## config.mk

```make
export PLATFORM = sky130hd
export DESIGN_NAME = tlul_source_remap
export DESIGN_NICKNAME = d
export VERILOG_FILES = /design/src/rtl/top_pkg.sv /design/src/rtl/tlul_remap_alloc.sv /design/src/rtl/tlul_source_remap.sv
export SDC_FILE = /design/constraint.sdc
export NUM_CORES = 1
export LEC_CHECK = 0
export CELL_PAD_IN_SITES_DETAIL_PLACEMENT = 1
export CELL_PAD_IN_SITES_GLOBAL_PLACEMENT = 1
export CORE_MARGIN = 2
export CORE_UTILIZATION = 28
export DETAILED_ROUTE_END_ITERATION = 6
export DONT_BUFFER_PORTS = 1
export GPL_ROUTABILITY_DRIVEN = 0
export HOLD_SLACK_MARGIN = 0.05
export PLACE_DENSITY = 0.44
export SYNTH_ARGS = -nofsm -noshare
export SYNTH_HDL_FRONTEND = slang
export SYNTH_SLANG_ARGS = --single-unit
```

## constraint.sdc

```tcl
create_clock -name clk_i -period 5.64 [get_ports clk_i]
set_input_delay 1.41 -clock clk_i [delete_from_list [all_inputs] [get_ports clk_i]]
set_output_delay 1.41 -clock clk_i [all_outputs]
set_load 0.01 [all_outputs]
```

## src/rtl/top_pkg.sv

```systemverilog
// Shared TL-UL sizing constants for the OpenTitan-side fabric.
//   TL_AIW          : width of the device-side a_source/d_source fields.
//   TL_HOST_AIW_MAX : largest host-side source width that remappers
//                     in front of this fabric are expected to accept.
package top_pkg;

    localparam int TL_AIW          = 8;
    localparam int TL_HOST_AIW_MAX = 16;

endpackage

```

## src/rtl/tlul_remap_alloc.sv

```systemverilog
// Lowest-free priority encoder for the source remapper's ID pool.
// Ports:
//   busy_i     : one bit per narrow ID, 1 = in use.
//   free_idx_o : lowest index whose busy bit is 0 (0 when none are free).
//   any_free_o : at least one ID is free.
module tlul_remap_alloc #(
    parameter int NumIds = 16,
    parameter int IdxW   = (NumIds > 1) ? $clog2(NumIds) : 1
) (
    input  logic [NumIds-1:0] busy_i,
    output logic [IdxW-1:0]   free_idx_o,
    output logic              any_free_o
);

    // Scan from the top down so the last hit, i.e. the lowest free
    // index, is the one that sticks.
    always_comb begin
        free_idx_o = '0;
        for (int i = NumIds - 1; i >= 0; i--) begin
            if (!busy_i[i]) begin
                free_idx_o = IdxW'(i);
            end
        end
    end

    assign any_free_o = ~&busy_i;

endmodule

```

## src/rtl/tlul_source_remap.sv

```systemverilog
// TL-UL source-ID remapper. Narrows a wide host a_source onto a pool of
// NumIds device-side IDs. It remembers the host source per ID and
// restores it on the D response. Only valid/ready and the source fields
// pass through here.
// Ports:
//   clk_i, rst_ni                 : clock, asynchronous active-low reset.
//   host_a_* / dev_a_*            : A channel, host -> device.
//   dev_d_* / host_d_*            : D channel, device -> host.
//   full_o                        : no free ID.
//   err_o                         : sticky; D for an idle or out-of-range ID.
//   outstanding_o, hwm_o          : IDs in use and their high-water mark.
// Build option: define CEP_TLUL_REMAP_STATS_EN to build the outstanding and
// high-water-mark counters. Without it both outputs are tied to 0.
module tlul_source_remap
    import top_pkg::*;
#(
    parameter int HostSrcW = 8,
    parameter int NumIds   = 16,
    parameter int CntW     = $clog2(NumIds + 1)
) (
    input  logic                clk_i,
    input  logic                rst_ni,
    input  logic                host_a_valid_i,
    output logic                host_a_ready_o,
    input  logic [HostSrcW-1:0] host_a_source_i,
    output logic                dev_a_valid_o,
    input  logic                dev_a_ready_i,
    output logic [TL_AIW-1:0]   dev_a_source_o,
    input  logic                dev_d_valid_i,
    output logic                dev_d_ready_o,
    input  logic [TL_AIW-1:0]   dev_d_source_i,
    output logic                host_d_valid_o,
    input  logic                host_d_ready_i,
    output logic [HostSrcW-1:0] host_d_source_o,
    output logic                full_o,
    output logic                err_o,
    output logic [CntW-1:0]     outstanding_o,
    output logic [CntW-1:0]     hwm_o
);

    localparam int IdxW = (NumIds > 1) ? $clog2(NumIds) : 1;
    localparam logic [TL_AIW:0] NumIdsW = (TL_AIW + 1)'(NumIds);

    logic [NumIds-1:0]   busy_q, busy_d;
    logic [HostSrcW-1:0] tbl_q [NumIds];
    logic [HostSrcW-1:0] tbl_d [NumIds];
    logic                err_q, err_d;

    logic [IdxW-1:0] free_idx;
    logic            any_free;
    logic            a_hs, d_hs;
    logic            d_in_range;
    logic [IdxW-1:0] d_idx;
    logic            d_release;

    tlul_remap_alloc #(
        .NumIds (NumIds),
        .IdxW   (IdxW)
    ) u_alloc (
        .busy_i     (busy_q),
        .free_idx_o (free_idx),
        .any_free_o (any_free)
    );

    // A channel: ready depends only on the downstream ready and pool state,
    // never on host_a_valid_i.
    assign dev_a_valid_o  = host_a_valid_i & any_free;
    assign host_a_ready_o = dev_a_ready_i & any_free;
    assign full_o         = ~any_free;

    always_comb begin
        dev_a_source_o = '0;
        dev_a_source_o[IdxW-1:0] = free_idx;
    end

    // D channel passes straight through; the table lookup is the only logic.
    assign host_d_valid_o = dev_d_valid_i;
    assign dev_d_ready_o  = host_d_ready_i;
    assign d_in_range     = {1'b0, dev_d_source_i} < NumIdsW;
    assign d_idx          = dev_d_source_i[IdxW-1:0];
    assign host_d_source_o = d_in_range ? tbl_q[d_idx] : '0;

    assign a_hs      = dev_a_valid_o & dev_a_ready_i;
    assign d_hs      = dev_d_valid_i & host_d_ready_i;
    assign d_release = d_hs & d_in_range & busy_q[d_idx];

    // Allocation always reads the registered busy_q, so an ID released this
    // cycle is not handed out until the next one. The allocated index is
    // free and the released one busy, so the two writes never collide.
    always_comb begin
        busy_d = busy_q;
        tbl_d  = tbl_q;
        err_d  = err_q;
        if (a_hs) begin
            busy_d[free_idx] = 1'b1;
            tbl_d[free_idx]  = host_a_source_i;
        end
        if (d_release) begin
            busy_d[d_idx] = 1'b0;
        end else if (d_hs) begin
            err_d = 1'b1;
        end
    end

    always_ff @(posedge clk_i or negedge rst_ni) begin
        if (!rst_ni) begin
            busy_q <= '0;
            err_q  <= 1'b0;
            for (int i = 0; i < NumIds; i++) begin
                tbl_q[i] <= '0;
            end
        end else begin
            busy_q <= busy_d;
            err_q  <= err_d;
            tbl_q  <= tbl_d;
        end
    end

    assign err_o = err_q;

`ifdef CEP_TLUL_REMAP_STATS_EN
    logic [CntW-1:0] outstanding_q, outstanding_d;
    logic [CntW-1:0] hwm_q, hwm_d;

    // An allocate and a release in the same cycle cancel out.
    always_comb begin
        outstanding_d = outstanding_q;
        if (a_hs && !d_release) begin
            outstanding_d = outstanding_q + CntW'(1);
        end else if (!a_hs && d_release) begin
            outstanding_d = outstanding_q - CntW'(1);
        end
        hwm_d = (outstanding_d > hwm_q) ? outstanding_d : hwm_q;
    end

    always_ff @(posedge clk_i or negedge rst_ni) begin
        if (!rst_ni) begin
            outstanding_q <= '0;
            hwm_q         <= '0;
        end else begin
            outstanding_q <= outstanding_d;
            hwm_q         <= hwm_d;
        end
    end

    assign outstanding_o = outstanding_q;
    assign hwm_o         = hwm_q;
`else
    assign outstanding_o = '0;
    assign hwm_o         = '0;
`endif

endmodule

```

Word-level counts from Yosys, hierarchy flattened
Index checks and enable logic that the tools add are counted.
{"block": "word_totals", "out_inout_bits": 32, "ff_bits": 145, "inputBits": 22, "word_cells": 75}
{"block": "op_classes", "n_mux": 31, "bitwise_logic": 12, "reduce_logical": 6, "magnitude_cmp": 8}
{"op": "$bwmux W128", "n": 1}
{"op": "$mux W4", "n": 16}
{"op": "$bmux W8 S4", "n": 1}
{"op": "$demux W8 S4", "n": 1}
{"op": "$mux W16", "n": 2}
{"op": "$mux W8", "n": 4}
{"op": "$and A16 B16 Y16", "n": 1}
{"op": "$not A16 Y16", "n": 1}
{"op": "$or A16 B16 Y16", "n": 1}
{"op": "$reduce_and A16 Y1", "n": 1}
{"op": "$ge A5 B5 Y1 const B", "n": 2}
{"op": "$lt A4 B5 Y1 const B", "n": 2}
{"op": "$not A4 Y5", "n": 2}
{"op": "$demux W1 S4", "n": 2}
{"op": "$ge A4 B1 Y1 const B", "n": 2}
{"op": "$lt A8 B5 Y1 const B", "n": 1}
{"op": "$and A1 B1 Y1", "n": 6}
{"op": "$lt A5 B1 Y1 const B", "n": 1}
{"op": "$bmux W1 S4", "n": 1}
{"op": "$logic_and A1 B1 Y1", "n": 3}
{"op": "$mux W1", "n": 3}
{"op": "$reduce_and A2 Y1", "n": 1}
{"op": "$logic_not A1 Y1", "n": 1}
{"op": "$not A1 Y1", "n": 1}

Depth between registers and ports, before layout
Gate-level depths: netlist of run 1.
{"block": "depth", "word_depth": 24, "ltp_mapped": 9}

Modules after synthesis
Synthesis of run 1 repeated with hierarchy kept, for this count alone.
{"block": "unflattened", "hier_cells": 493, "hier_area_um2": 7061.8}
{"mod": "tlul_source_remap", "cells_each": 459, "n_inst": 1, "area_per_inst_um2": 6895.4}
{"mod": "tlul_remap_alloc", "cells_each": 34, "n_inst": 1, "area_per_inst_um2": 166.4}

Worst setup path after synthesis of run 1
No wires, ideal clock.
{"block": "synth_timing", "path_type": "input to output", "startpoint": "in dev_d_source_i[0]", "endpoint": "out host_d_source_o[0]", "path_stages": 5, "t_arrival_ns": 3.232, "path_buffers": 2, "setup_slack_ns": 0.998, "cell_sequence": "clkbuf_1 buf_2 mux4_2 mux4_2 and2_1"}
{"block": "synth_between", "elab_chain_len": 5, "elab_cells_between_ends": 6}
{"element": "start, declared", "line_no": "tlul_source_remap.sv:31", "source": "input logic [TL_AIW-1:0] dev_d_source_i,"}
{"element": "$not A4 Y5 (not written as such)", "line_no": "tlul_source_remap.sv:81", "source": "assign host_d_source_o = d_in_range ? tbl_q[d_idx] : '0;"}
{"element": "$bmux W8 S4", "line_no": "tlul_source_remap.sv:81"}
{"element": "$mux W8 (not written as such) (2 in a row)", "line_no": "tlul_source_remap.sv:81"}
{"element": "$mux W8 (*)", "line_no": "tlul_source_remap.sv:81"}
{"element": "end, declared", "line_no": "tlul_source_remap.sv:34", "source": "output logic [HostSrcW-1:0] host_d_source_o,"}
Mark *: on every way between the ends. The rest lies on a longest branch, timed or not. The select of a mux whose other input is x is not followed.

Worst setup path after layout of run 1
{"block": "layout_timing", "startpoint": "in dev_d_source_i[0]", "endpoint": "out host_d_source_o[6]"}
The elaborated chain is that of the path after synthesis.

==> results of run 1 <==
==> routing by layer <==
metal | GRT usage | part of all wire | up-vias
li1 | - | - | 1730
met1 | 0.221 | 0.48 | 2191
met2 | 0.244 | 0.47 | 72
met3 | 0.0377 | 0.039 | 20
met4 | 0.0426 | 0.016 | 0
met5 | 0 | 0 | -
==> flip-flops by register name (all words and copies together) (netlist names) <==
register,cells
tbl_q,128
busy_q,16
err_o,1
==> cells in the mapped netlist (2+ instances only) <==
master / count / area share
sky130_fd_sc_hd__and2_1: 9 / 0.0080
sky130_fd_sc_hd__nand2_1: 16 / 0.0085
sky130_fd_sc_hd__mux4_2: 44 / 0.14
sky130_fd_sc_hd__nor2_1: 11 / 0.0058
sky130_fd_sc_hd__or3_1: 2 / 0.0018
sky130_fd_sc_hd__nor3_2: 4 / 0.0057
sky130_fd_sc_hd__dfrtp_1: 145 / 0.51
sky130_fd_sc_hd__nand4_1: 5 / 0.0044
sky130_fd_sc_hd__inv_1: 8 / 0.0042
sky130_fd_sc_hd__nand3_1: 6 / 0.0042
sky130_fd_sc_hd__o21ai_0: 2 / 0.0014
sky130_fd_sc_hd__buf_6: 2 / 0.0032
sky130_fd_sc_hd__nor2b_1: 4 / 0.0035
sky130_fd_sc_hd__a21oi_1: 8 / 0.0057
sky130_fd_sc_hd__mux2_2: 121 / 0.19
sky130_fd_sc_hd__nor3_1: 5 / 0.0035
sky130_fd_sc_hd__o22a_1: 9 / 0.011
sky130_fd_sc_hd__buf_4: 17 / 0.018
sky130_fd_sc_hd__and3_1: 2 / 0.0018
sky130_fd_sc_hd__mux2_4: 8 / 0.017
sky130_fd_sc_hd__buf_2: 6 / 0.0042
sky130_fd_sc_hd__clkbuf_1: 19 / 0.010
sky130_fd_sc_hd__nand4b_1: 2 / 0.0025
sky130_fd_sc_hd__nor3_4: 3 / 0.0069
==> worst max-delay path, cell delays in order <==
cell and delay, ns:
sky130_fd_sc_hd__mux4_2 0.48, sky130_fd_sc_hd__mux4_2 0.51, sky130_fd_sc_hd__and2_1 0.21
==> cells by family after synthesis <==
group,count (synthesis),synth area share
multiplexers,173,0.349
flip-flops,145,0.513
AND/OR/NAND/NOR,79,0.0686
buffers and inverters,54,0.0408
AO/OA/AOI/OAI,27,0.0281
other,1,0.000530
==> cell type report <==
type                            count  area (sq um)
Clock buffer                       18           429
Clock inverter                     14           211
Fill cell                        2611         17000
Inverter                            9          33.8
Multi-Input combinational cell    293          3250
Sequential cell                   145          3630
Tap cell                          330           413
Timing Repair Buffer                4          30.0
==> final timing paths <==
kind	slack, ns	to	startpoint	cells after the start
max in group asynchronous	4.73	busy_q[9]	rst_ni	0
min in group asynchronous	0.68	tbl_q[4]	rst_ni	0
hold reg to reg	0.50	tbl_q[35]	tbl_q[35]	1
setup reg to reg	2.71	tbl_q[45]	busy_q[0]	6
setup / recovery	1.60	host_d_source_o[6]	dev_d_source_i[0]	3
hold / removal	0.50	tbl_q[35]	tbl_q[35]	1
==> report_power, final <==
group / internal (mW) / switching, mW / leakage (nW)
registers: 1.43 / 0.222 / 1.84
clock network: 0.785 / 0.460 / 0.310
logic: 0.594 / 0.377 / 1.32
==> through the flow <==
step	cell area (sq um)	utilization	worst slack (ns)	power, mW	hold slack (ns)
6_report	7990	0.319	1.60	3.87	0.503
5_1_grt	7990	0.319	1.56	4.11	0.520
4_1_cts	7990	0.319	1.59	3.92	0.507
3_5_place_dp	7350	0.294	1.59	2.65	0.490
3_3_place_gp	7350	0.294	1.60	2.61	0.484
2_1_floorplan	7130	-	0.998	2.44	0.474
==> insert_results.sql, run 1 <==
INSERT INTO impl_metrics (metric_group, metric, value, unit) VALUES
('critical_path', 'arrival', '2.63', 'ns'),
('placement', 'dp.final_hpwl', '11500', 'um'),
('timing', 'grt_setup_unrepaired', 'no', ''),
('clocking', 'htree_levels', '4', ''),
('yosys', 'synth.distinct_cells', '45', ''),
('layout', 'final_common_cell', 'sky130_fd_sc_hd__dfrtp_1', ''),
('layout', 'antenna_cells', '0', ''),
('timing', 'finalSetupViolations', '0', ''),
('min_path', 'hp-class', 'reg2reg', ''),
('clocking', 'post_cts_resize_count', '0', ''),
('flow_run', 'max_cap_viol_count', '0', ''),
('drt', 'drt_drc_violations_left', '0', ''),
('timing', 'worst-slew-pin-transition', '0.994', 'ns'),
('floorplanning', 'design.die.area', '0.0266', 'sq mm'),
('floorplanning', 'initial_utilization', '0.283', ''),
('timing', 'min_period_over_period', '0.717', ''),
('grt', 'pin_count_of_the_biggest_net_entering_global_routing', '146', ''),
('grt', 'antenna_found_initial', '1', ''),
('critical_path', 'required_time_worst_endpoint', '4.23', 'ns'),
('yosys', 'synth_top_flop_cell', 'sky130_fd_sc_hd__dfrtp_1', ''),
('placement', 'dpl.cell_count', '781', ''),
('drt', 'detail-route-antenna-nets', '0', ''),
('power_and_ir_drop', 'p_leak', '3.46', 'nW'),
('drt', 'finalWirelength', '19400', 'um'),
('timing', 'timing.final.hold_violations', '0', ''),
('clocking', 'ctsLongestPathBuffers', '2', ''),
('layout', 'drive_above_1_share', '0.464', ''),
('status', 'outcome', 'completed', ''),
('yosys', 'synth-seq-area-share', '0.513', ''),
('grt', 'globalRouteOverflowTotal', '0', ''),
('layout', 'finish.net_count', '492', ''),
('timing', 'max_freq', '247', 'MHz'),
('clocking', 'clkSinkCount', '145', ''),
('power_and_ir_drop', 'ir_drop', '0.184', 'mV'),
('clocking', 'cts.hold.buffers_added', '0', ''),
('critical_path', 'path_max_fanout', '44', ''),
('yosys', 'postSynth.asyncResetShare', '1.00', ''),
('clocking', 'cts.clk_slew.worst_paths', '0.06', 'ns'),
('clocking', 'worstSkewPairLatency', '0.42', 'ns'),
('power_and_ir_drop', 'pwr_density_cell', '484', 'mW/mm^2'),
('clocking', 'tritoncts', 'done', ''),
('placement', 'place.port_buffers', '0', ''),
('yosys', 'synth_area_per_cell', '14.8', 'sq um'),
('grt', 'vias_in_the_first_global_route', '4525', ''),
('drt', 'drt-vias-per-instance', '4.94', ''),
('drt', 'dr.pass1.iters', '4', ''),
('floorplanning', 'die_h', '163', 'um'),
('floorplanning', 'core.rowCount', '58', ''),
('critical_path', 'setup.worst_path.start_class', 'input port', ''),
('clocking', 'post-cts-setup-buffer-count', '0', ''),
('yosys', 'synthesis.instances', '479', ''),
('layout', 'most-common-layout-cells', 'sky130_fd_sc_hd__dfrtp_1 (145), sky130_fd_sc_hd__mux2_2 (121), sky130_fd_sc_hd__mux4_2 (44)', ''),
('clocking', 'cts-root-buf', 'sky130_fd_sc_hd__clkbuf_16', ''),
('floorplanning', 'core_region_area', '0.0250', 'sq mm'),
('grt', 'gr-usage-all-layers', '0.158', ''),
('timing', 'fin_tns_setup', '0', 'ns'),
('grt', 'first_pass_grt_wire_length', '29800', 'um'),
('layout', 'flow.area_growth_from_synthesis', '12.9', '%'),
('drt', 'via_count', '4013', ''),
('yosys', 'synth-seq-cells', '145', ''),
('clocking', 'cts-buffers-inserted', '17', ''),
('timing', 'finalWorstPathRequiredPeriod', '4.04', 'ns'),
('critical_path', 'setup.worst_path.end_class', 'output port', ''),
('critical_path', 'path_class', 'in2out', ''),
('floorplanning', 'die_width', '163', 'um'),
('yosys', 'synth_area', '0.00708', 'sq mm'),
('yosys', 'yosysWarnings', '0', ''),
('timing', 'timing.clock.skew', '0.00613', 'ns'),
('layout', 'instances_no_fill', '813', ''),
('timing', 'relSlewSlack', '0.336', ''),
('drt', 'drtIter0Drc', '161', ''),
('floorplanning', 'num_io_pins', '54', ''),
('yosys', 'count_of_flip_flops_with_a_built_in_enable_after_synthesis', '0', ''),
('timing', 'maxSlewViolCount', '0', ''),
('drt', 'wire_per_inst', '23.8', 'um');
Power figures use the tool's default switching activity.
==> run 2: changes to the inputs <==
Settings changed: ABC_AREA set to 1, PLACE_DENSITY 0.44 to 0.48.
Clock period 5.64 ns to 3.9 ns, I/O delays scaled along.
==> run 2 against run 1 <==
Net effect: synthesized area down 0.27%; global-route usage up 4.2 points; power down 0.99%; clock skew up 0.0027 ns; sequential share of layout area up 0.50 points; critical path depth up 1; sequential power up 7%.
==> insert_results.sql, run 2 <==
INSERT INTO impl_metrics (metric_group, metric, value, unit) VALUES
('critical_path', 'setup.worst_path.end_class', 'output port', ''),
('drt', 'drt_drc_violations_left', '0', ''),
('clocking', 'ctsLongestPathBuffers', '2', ''),
('clocking', 'cts.hold.buffers_added', '0', ''),
('clocking', 'tritoncts', 'done', ''),
('drt', 'dr.pass1.iters', '7', ''),
('power_and_ir_drop', 'pwr_density_cell', '484', 'mW/mm^2'),
('timing', 'timing.final.hold_violations', '0', ''),
('clocking', 'htree_levels', '4', ''),
('layout', 'largest_register_ffs', '128', ''),
('floorplanning', 'num_io_pins', '54', ''),
('timing', 'max_freq', '292', 'MHz'),
('timing', 'finalHoldWorstSlack', '0.243', 'ns'),
('power_and_ir_drop', 'p_leak', '3.58', 'nW'),
('yosys', 'synth_top_flop_cell', 'sky130_fd_sc_hd__dfrtp_1', ''),
('timing', 'min_period_over_period', '0.878', ''),
('layout', 'drive_above_1_share', '0.115', ''),
('yosys', 'synth_largest_area_cell', 'sky130_fd_sc_hd__dfrtp_1', ''),
('drt', 'drt-vias-per-instance', '5.23', ''),
('grt', 'pin_count_of_the_biggest_net_entering_global_routing', '146', ''),
('yosys', 'synth_top_area_frac', '0.514', ''),
('yosys', 'netlist_top_cells_count', 'sky130_fd_sc_hd__nand2_1 (207), sky130_fd_sc_hd__dfrtp_1 (145), sky130_fd_sc_hd__nand3_1 (99)', ''),
('critical_path', 'setup.worst_path.start_class', 'input port', ''),
('yosys', 'ys_top_cells_by_area', 'sky130_fd_sc_hd__dfrtp_1 (51%), sky130_fd_sc_hd__nand2_1 (11%), sky130_fd_sc_hd__nand3_1 (7.0%), sky130_fd_sc_hd__o21ai_1 (6.5%), sky130_fd_sc_hd__a22oi_1 (3.6%)', ''),
('grt', 'first_pass_grt_wire_length', '39300', 'um'),
('layout', 'final_common_cell', 'sky130_fd_sc_hd__nand2_1', ''),
('timing', 'finalWorstPathRequiredPeriod', '3.42', 'ns'),
('timing', 'worst-slew-pin-transition', '0.856', 'ns'),
('yosys', 'synth-seq-area-share', '0.514', ''),
('critical_path', 'path_class', 'in2out', ''),
('timing', 'maxSlewViolCount', '0', ''),
('clocking', 'cts.clk_slew.worst_paths', '0.07', 'ns'),
('drt', 'drtIter0Drc', '406', ''),
('timing', 'relSlewSlack', '0.428', ''),
('critical_path', 'worstPathCellList', 'nor4_1, inv_1, a41oi_1, buf_4', ''),
('critical_path', 'path_max_fanout', '8', ''),
('floorplanning', 'die_width', '163', 'um'),
('placement', 'dp.final_hpwl', '17500', 'um'),
('flow_run', 'max_cap_viol_count', '0', ''),
('clocking', 'cts-buffers-inserted', '17', ''),
('clocking', 'post-cts-setup-buffer-count', '0', ''),
('layout', 'flow.area_growth_from_synthesis', '12.0', '%'),
('min_path', 'hp-class', 'in2async', ''),
('drt', 'detail-route-antenna-nets', '0', ''),
('grt', 'gr-usage-all-layers', '0.199', ''),
('critical_path', 'arrival', '2.45', 'ns'),
('critical_path', 'timing.critical_path.slowest_stage_cell', 'sky130_fd_sc_hd__nor4_1', ''),
('drt', 'wire_per_inst', '22.2', 'um'),
('placement', 'place.port_buffers', '0', ''),
('yosys', 'postSynth.asyncResetShare', '1.00', ''),
('yosys', 'post-synth-top-count-cell', 'sky130_fd_sc_hd__nand2_1', ''),
('timing', 'timing.clock.skew', '0.00885', 'ns'),
('clocking', 'clkSinkCount', '145', ''),
('clocking', 'worstSkewPairLatency', '0.42', 'ns'),
('drt', 'via_count', '6019', ''),
('layout', 'antenna_cells', '0', ''),
('floorplanning', 'die_h', '163', 'um'),
('power_and_ir_drop', 'ir_drop', '0.223', 'mV'),
('yosys', 'synth.distinct_cells', '35', ''),
('grt', 'globalRouteOverflowTotal', '0', ''),
('floorplanning', 'design.die.area', '0.0265', 'sq mm'),
('timing', 'grt_setup_unrepaired', 'no', ''),
('layout', 'registers.top_by_ff_count', 'tbl_q', ''),
('yosys', 'synth_area_per_cell', '8.56', 'sq um'),
('yosys', 'synth-seq-cells', '145', ''),
('timing', 'fin_tns_setup', '0', 'ns'),
('timing', 'finalSetupViolations', '0', ''),
('clocking', 'cts-root-buf', 'sky130_fd_sc_hd__clkbuf_16', ''),
('layout', 'most-common-layout-cells', 'sky130_fd_sc_hd__nand2_1 (207), sky130_fd_sc_hd__dfrtp_1 (145), sky130_fd_sc_hd__nand3_1 (99)', ''),
('grt', 'vias_in_the_first_global_route', '6365', ''),
('status', 'outcome', 'completed', ''),
('layout', 'finish.net_count', '829', ''),
('yosys', 'count_of_flip_flops_with_a_built_in_enable_after_synthesis', '0', ''),
('yosys', 'synthesis.instances', '825', ''),
('critical_path', 'required_time_worst_endpoint', '2.92', 'ns'),
('clocking', 'post_cts_resize_count', '0', ''),
('yosys', 'yosysWarnings', '0', ''),
('drt', 'finalWirelength', '25500', 'um'),
('floorplanning', 'initial_utilization', '0.283', ''),
('floorplanning', 'core.rowCount', '58', ''),
('floorplanning', 'core_region_area', '0.0250', 'sq mm'),
('yosys', 'synth_area', '0.00706', 'sq mm'),
('grt', 'antenna_found_initial', '0', ''),
('critical_path', 'worst_path_largest_cell_delay', '0.55', 'ns');
## run 2: changes by cell type in the layout (fill, tap and decap cells not counted), moves of 10 or more
cell / before / now
sky130_fd_sc_hd__o21ai_1: 0 / 91
sky130_fd_sc_hd__nand3_1: 6 / 99
sky130_fd_sc_hd__inv_1: 8 / 30
sky130_fd_sc_hd__nand4_1: 5 / 34
sky130_fd_sc_hd__a22oi_1: 0 / 34
sky130_fd_sc_hd__mux2_2: 121 / 0
sky130_fd_sc_hd__nand2_1: 16 / 207
sky130_fd_sc_hd__buf_4: 4 / 14
sky130_fd_sc_hd__mux4_2: 44 / 0
## run 2: critical path, delay by kind of cell
family	cells	cell delay (ns)
buffers and inverters	2	0.56
AOI/OAI and AO/OA	1	0.37
and+or+nand+nor	1	0.55
## run 2: cell families (layout without fill, tap and decap cells)
group | count (synthesis) | in the layout | share of synthesized area
AOI/OAI and AO/OA | 173 | 173 | 0.142
other | 1 | 14 | 0.000531
and+or+nand+nor | 397 | 397 | 0.271
buffers and inverters | 109 | 91 | 0.0721
DFF | 145 | 145 | 0.514
## run 2: stage by stage
stage | instances | utilization | cell area [sq um] | total power [mW] | setup slack (ns)
2_1_floorplan | 838 | - | 7110 | 2.13 | 0.667
3_3_place_gp | 1118 | 0.295 | 7360 | 2.29 | 0.561
3_5_place_dp | 1118 | 0.295 | 7360 | 2.31 | 0.515
4_1_cts | 1150 | 0.317 | 7910 | 3.87 | 0.505
5_1_grt | 1150 | 0.317 | 7910 | 4.01 | 0.411
6_report | 1150 | 0.317 | 7910 | 3.83 | 0.476
## run 2: routing by layer
metal | global-route usage | share of wire
met1 | 0.268 | 0.46
met2 | 0.335 | 0.48
met3 | 0.0413 | 0.048
met4 | 0.0366 | 0.0098
met5 | 0 | 0
## run 2: layout make-up
type / instances / area (sq um)
flip-flops and latches: 145 / 3630
well taps: 330 / 413
clock inverters: 15 / 124
fillers: 2919 / 17100
inverters: 41 / 155
repair buffers: 18 / 185
multi-input cells: 584 / 2970
clock buffers: 17 / 425
## run 2: worst paths after layout
kind / startpoint / endpoint / slack [ns] / cells after the start
hold / removal: rst_ni / err_o / 0.24 / 0
setup / recovery: dev_d_source_i[6] / host_d_source_o[0] / 0.48 / 4
max in group asynchronous: rst_ni / tbl_q[99] / 3.39 / 0
hold reg to reg: tbl_q[93] / tbl_q[93] / 0.48 / 2
min in group clk_i: tbl_q[93] / tbl_q[93] / 0.48 / 2
setup reg to reg: busy_q[0] / tbl_q[72] / 1.11 / 10
## run 2: power breakdown
| part | switching [mW] | internal [mW] |
|---|---|---|
| Clock | 0.722 | 0.832 |
| Sequential | 0.117 | 1.65 |
| Combinational | 0.359 | 0.149 |
==> run 3: changes to the inputs <==
Settings changed: SYNTH_HIERARCHICAL set to 1.
==> run 3 against run 2 <==
Net effect: via count is 0.91% lower; clock power rose by 9%; worst setup slack got worse by 0.025 ns; synthesized cell count increased by 6.3%; register-to-register slack worse by 0.34 ns; sequential share of layout area is 0.27 points lower; power is 52% higher; critical endpoint is now host_d_source_o[6]; highest routed layer is now met5.
==> insert_results.sql, run 3 <==
INSERT INTO impl_metrics (metric_group, metric, value, unit) VALUES
('layout', 'num-fill-cells', '3008', ''),
('floorplanning', 'die_h', '164', 'um'),
('timing', 'fin_tns_setup', '0', 'ns'),
('timing', 'min_period_over_period', '0.884', ''),
('yosys', 'synth_area_per_cell', '8.15', 'sq um'),
('floorplanning', 'die_width', '164', 'um'),
('timing', 'max_freq', '290', 'MHz'),
('floorplanning', 'core.rowCount', '58', ''),
('placement', 'place.port_buffers', '0', ''),
('clocking', 'ctsLongestPathBuffers', '2', ''),
('clocking', 'post_cts_resize_count', '0', ''),
('layout', 'postLayoutCoreUtil', '0.317', ''),
('critical_path', 'r2r_cells', '21', ''),
('yosys', 'synth_area', '0.00715', 'sq mm'),
('yosys', 'ys_top_cells_by_area', 'sky130_fd_sc_hd__dfrtp_1 (51%), sky130_fd_sc_hd__nand2_1 (17%), sky130_fd_sc_hd__o21ai_0 (8.0%), sky130_fd_sc_hd__a22oi_1 (8.0%), sky130_fd_sc_hd__inv_1 (2.3%)', ''),
('yosys', 'synth-seq-cells', '145', ''),
('drt', 'drt_drc_violations_left', '0', ''),
('drt', 'drt-vias-per-instance', '4.98', ''),
('yosys', 'count_of_flip_flops_with_a_built_in_enable_after_synthesis', '0', ''),
('critical_path', 'critical_path_depth', '9', ''),
('layout', 'drive_above_1_share', '0.0818', ''),
('timing', 'timing.clock.skew', '0.0118', 'ns'),
('timing', 'timing.final.hold_violations', '0', ''),
('layout', 'antenna_cells', '0', ''),
('clocking', 'cts-root-buf', 'sky130_fd_sc_hd__clkbuf_16', ''),
('critical_path', 'worst_path_largest_cell_delay', '0.56', 'ns'),
('floorplanning', 'num_io_pins', '54', ''),
('min_path', 'hp-class', 'in2async', ''),
('timing', 'relSlewSlack', '0.502', ''),
('timing', 'grt_setup_unrepaired', 'no', ''),
('yosys', 'netlist_top_cells_count', 'sky130_fd_sc_hd__nand2_1 (317), sky130_fd_sc_hd__dfrtp_1 (145), sky130_fd_sc_hd__o21ai_0 (115)', ''),
('layout', 'multi_input_area', '0.00303', 'sq mm'),
('clocking', 'cts-buffers-inserted', '17', ''),
('layout', 'flow.area_growth_from_synthesis', '11.2', '%'),
('critical_path', 'worstPathCellList', 'nand2_1, inv_2, buf_4, a22oi_1, nand2_1, nand2_1, nand2_1, nor2_1, nor2_1', ''),
('yosys', 'synth_top_area_frac', '0.507', ''),
('status', 'outcome', 'completed', ''),
('critical_path', 'crit_family', 'buffers and inverters', ''),
('power_and_ir_drop', 'pwr_density_cell', '732', 'mW/mm^2'),
('power_and_ir_drop', 'ir_drop', '0.315', 'mV'),
('yosys', 'post-synth-top-count-cell', 'sky130_fd_sc_hd__nand2_1', ''),
('drt', 'drtIter0Drc', '282', ''),
('drt', 'detail-route-antenna-nets', '0', ''),
('critical_path', 'critPathMostFrequentCell', 'sky130_fd_sc_hd__nand2_1', ''),
('clocking', 'worstSkewPairLatency', '0.43', 'ns'),
('critical_path', 'path_class', 'in2out', ''),
('placement', 'dp.final_hpwl', '15100', 'um'),
('timing', 'finalWorstPathRequiredPeriod', '3.45', 'ns'),
('grt', 'gr-usage-all-layers', '0.185', ''),
('drt', 'dr.pass1.iters', '5', ''),
('timing', 'worst-slew-pin-transition', '0.745', 'ns'),
('layout', 'final_common_cell', 'sky130_fd_sc_hd__nand2_1', ''),
('yosys', 'postSynth.asyncResetShare', '1.00', ''),
('floorplanning', 'design.die.area', '0.0268', 'sq mm'),
('critical_path', 'cp.buffers_inverters', '2', ''),
('grt', 'antenna_found_initial', '2', ''),
('clocking', 'htree_levels', '4', ''),
('floorplanning', 'initial_utilization', '0.285', ''),
('yosys', 'yosysWarnings', '6', ''),
('grt', 'vias_in_the_first_global_route', '6286', ''),
('critical_path', 'path_max_fanout', '27', ''),
('grt', 'globalRouteOverflowTotal', '0', ''),
('timing', 'finalHoldWorstSlack', '0.240', 'ns'),
('timing', 'finalSetupViolations', '0', ''),
('floorplanning', 'core_region_area', '0.0251', 'sq mm'),
('yosys', 'synthesis.instances', '877', ''),
('critical_path', 'arrival', '2.47', 'ns'),
('power_and_ir_drop', 'p_leak', '3.85', 'nW'),
('critical_path', 'timing.critical_path.slowest_stage_cell', 'sky130_fd_sc_hd__inv_2', ''),
('layout', 'finish.net_count', '877', ''),
('layout', 'area.sequential', '0.00363', 'sq mm'),
('grt', 'first_pass_grt_wire_length', '36700', 'um'),
('layout', 'largest_register_ffs', '128', ''),
('critical_path', 'setup.worst_path.start_class', 'input port', ''),
('layout', 'most-common-layout-cells', 'sky130_fd_sc_hd__nand2_1 (317), sky130_fd_sc_hd__dfrtp_1 (145), sky130_fd_sc_hd__o21ai_0 (115)', ''),
('drt', 'finalWirelength', '23700', 'um'),
('layout', 'registers.top_by_ff_count', 'tbl_q', ''),
('critical_path', 'setup.worst_path.end_class', 'output port', ''),
('yosys', 'synth_largest_area_cell', 'sky130_fd_sc_hd__dfrtp_1', ''),
('clocking', 'clkSinkCount', '145', ''),
('clocking', 'cts.hold.buffers_added', '0', ''),
('grt', 'pin_count_of_the_biggest_net_entering_global_routing', '146', ''),
('timing', 'maxSlewViolCount', '0', ''),
('drt', 'via_count', '5964', ''),
('drt', 'wire_per_inst', '19.8', 'um'),
('yosys', 'synth_top_flop_cell', 'sky130_fd_sc_hd__dfrtp_1', ''),
('critical_path', 'required_time_worst_endpoint', '2.92', 'ns'),
('clocking', 'cts.clk_slew.worst_paths', '0.07', 'ns'),
('flow_run', 'max_cap_viol_count', '0', ''),
('clocking', 'post-cts-setup-buffer-count', '0', ''),
('clocking', 'tritoncts', 'done', ''),
('yosys', 'synth-seq-area-share', '0.507', ''),
('yosys', 'synth.distinct_cells', '26', '');
-- run 3: path summary, 6_finish.rpt --
check | end | startpoint | slack [ns]
worst max register to register | busy_q[1] | busy_q[15] | 0.77
worst min register to register | tbl_q[11] | tbl_q[11] | 0.49
min in group clk_i | tbl_q[11] | tbl_q[11] | 0.49
worst min-delay path | tbl_q[83] | rst_ni | 0.24
worst max-delay path | host_d_source_o[6] | dev_d_source_i[1] | 0.45
max in group asynchronous | tbl_q[63] | rst_ni | 3.30
-- run 3: through the flow --
step | total power, mW | setup WS [ns] | std cells | cell area (sq um)
after floorplan | 3.68 | 0.910 | 890 | 7200
after global placement | 4.09 | 0.479 | 1166 | 7350
after detailed placement | 4.18 | 0.434 | 1166 | 7350
after CTS | 5.90 | 0.432 | 1198 | 7950
after global routing | 6.27 | 0.340 | 1198 | 7950
final | 5.82 | 0.451 | 1198 | 7950
-- run 3: area by class of cell --
class	instances	share of cell area
Multi-Input combinational cell	636	0.381
Sequential cell	145	0.456
Clock inverter	12	0.0183
Clock buffer	20	0.0574
Inverter	46	0.0217
Tap cell	330	0.0519
Timing Repair Buffer	9	0.0132
-- run 3: cell families (layout without fill, tap and decap cells) --
family / count (synthesis) / count (layout) / synth area share
flops: 145 / 145 / 0.507
simple gates: 408 / 408 / 0.238
buf+inv: 109 / 87 / 0.0756
compound gates: 214 / 214 / 0.179
other cells: 1 / 14 / 0.000524
-- run 3: per-layer routing --
| metal | vias to the layer above | routed length [um] | global-route usage |
|---|---|---|---|
| met4 | 4 | 314 | 0.0498 |
| li1 | 2824 | - | - |
| met3 | 21 | 784 | 0.0374 |
| met2 | 105 | 11300 | 0.306 |
| met5 | - | 34 | 0 |
| met1 | 3010 | 11300 | 0.246 |
-- run 3: report_power, final --
group | switching (mW) | total, mW | leakage, nW | internal, mW
combinational | 1.15 | 1.73 | 1.71 | 0.578
sequential | 0.355 | 2.41 | 1.85 | 2.05
clock | 0.698 | 1.69 | 0.282 | 0.990
-- run 3: worst reg2reg max path: stages (launching register included) --
cell	delay (ns)
sky130_fd_sc_hd__dfrtp_1	0.42
sky130_fd_sc_hd__inv_1	0.07
sky130_fd_sc_hd__nand2_1	0.04
sky130_fd_sc_hd__nand2_1	0.06
sky130_fd_sc_hd__nand2_1	0.05
sky130_fd_sc_hd__nand2_1	0.06
sky130_fd_sc_hd__nand2_1	0.05
sky130_fd_sc_hd__nand2_1	0.05
sky130_fd_sc_hd__nand2_1	0.05
sky130_fd_sc_hd__nand2_1	0.06
sky130_fd_sc_hd__nand2_1	0.05
sky130_fd_sc_hd__nand2_1	0.06
sky130_fd_sc_hd__nand2_1	0.08
sky130_fd_sc_hd__nand2_1	0.07
sky130_fd_sc_hd__nand2_1	0.06
sky130_fd_sc_hd__a21oi_2	0.48
sky130_fd_sc_hd__inv_1	0.15
sky130_fd_sc_hd__nor2_2	0.25
sky130_fd_sc_hd__nand4_2	0.47
sky130_fd_sc_hd__a22oi_1	0.32
sky130_fd_sc_hd__nand3_1	0.10
sky130_fd_sc_hd__nand2_1	0.08
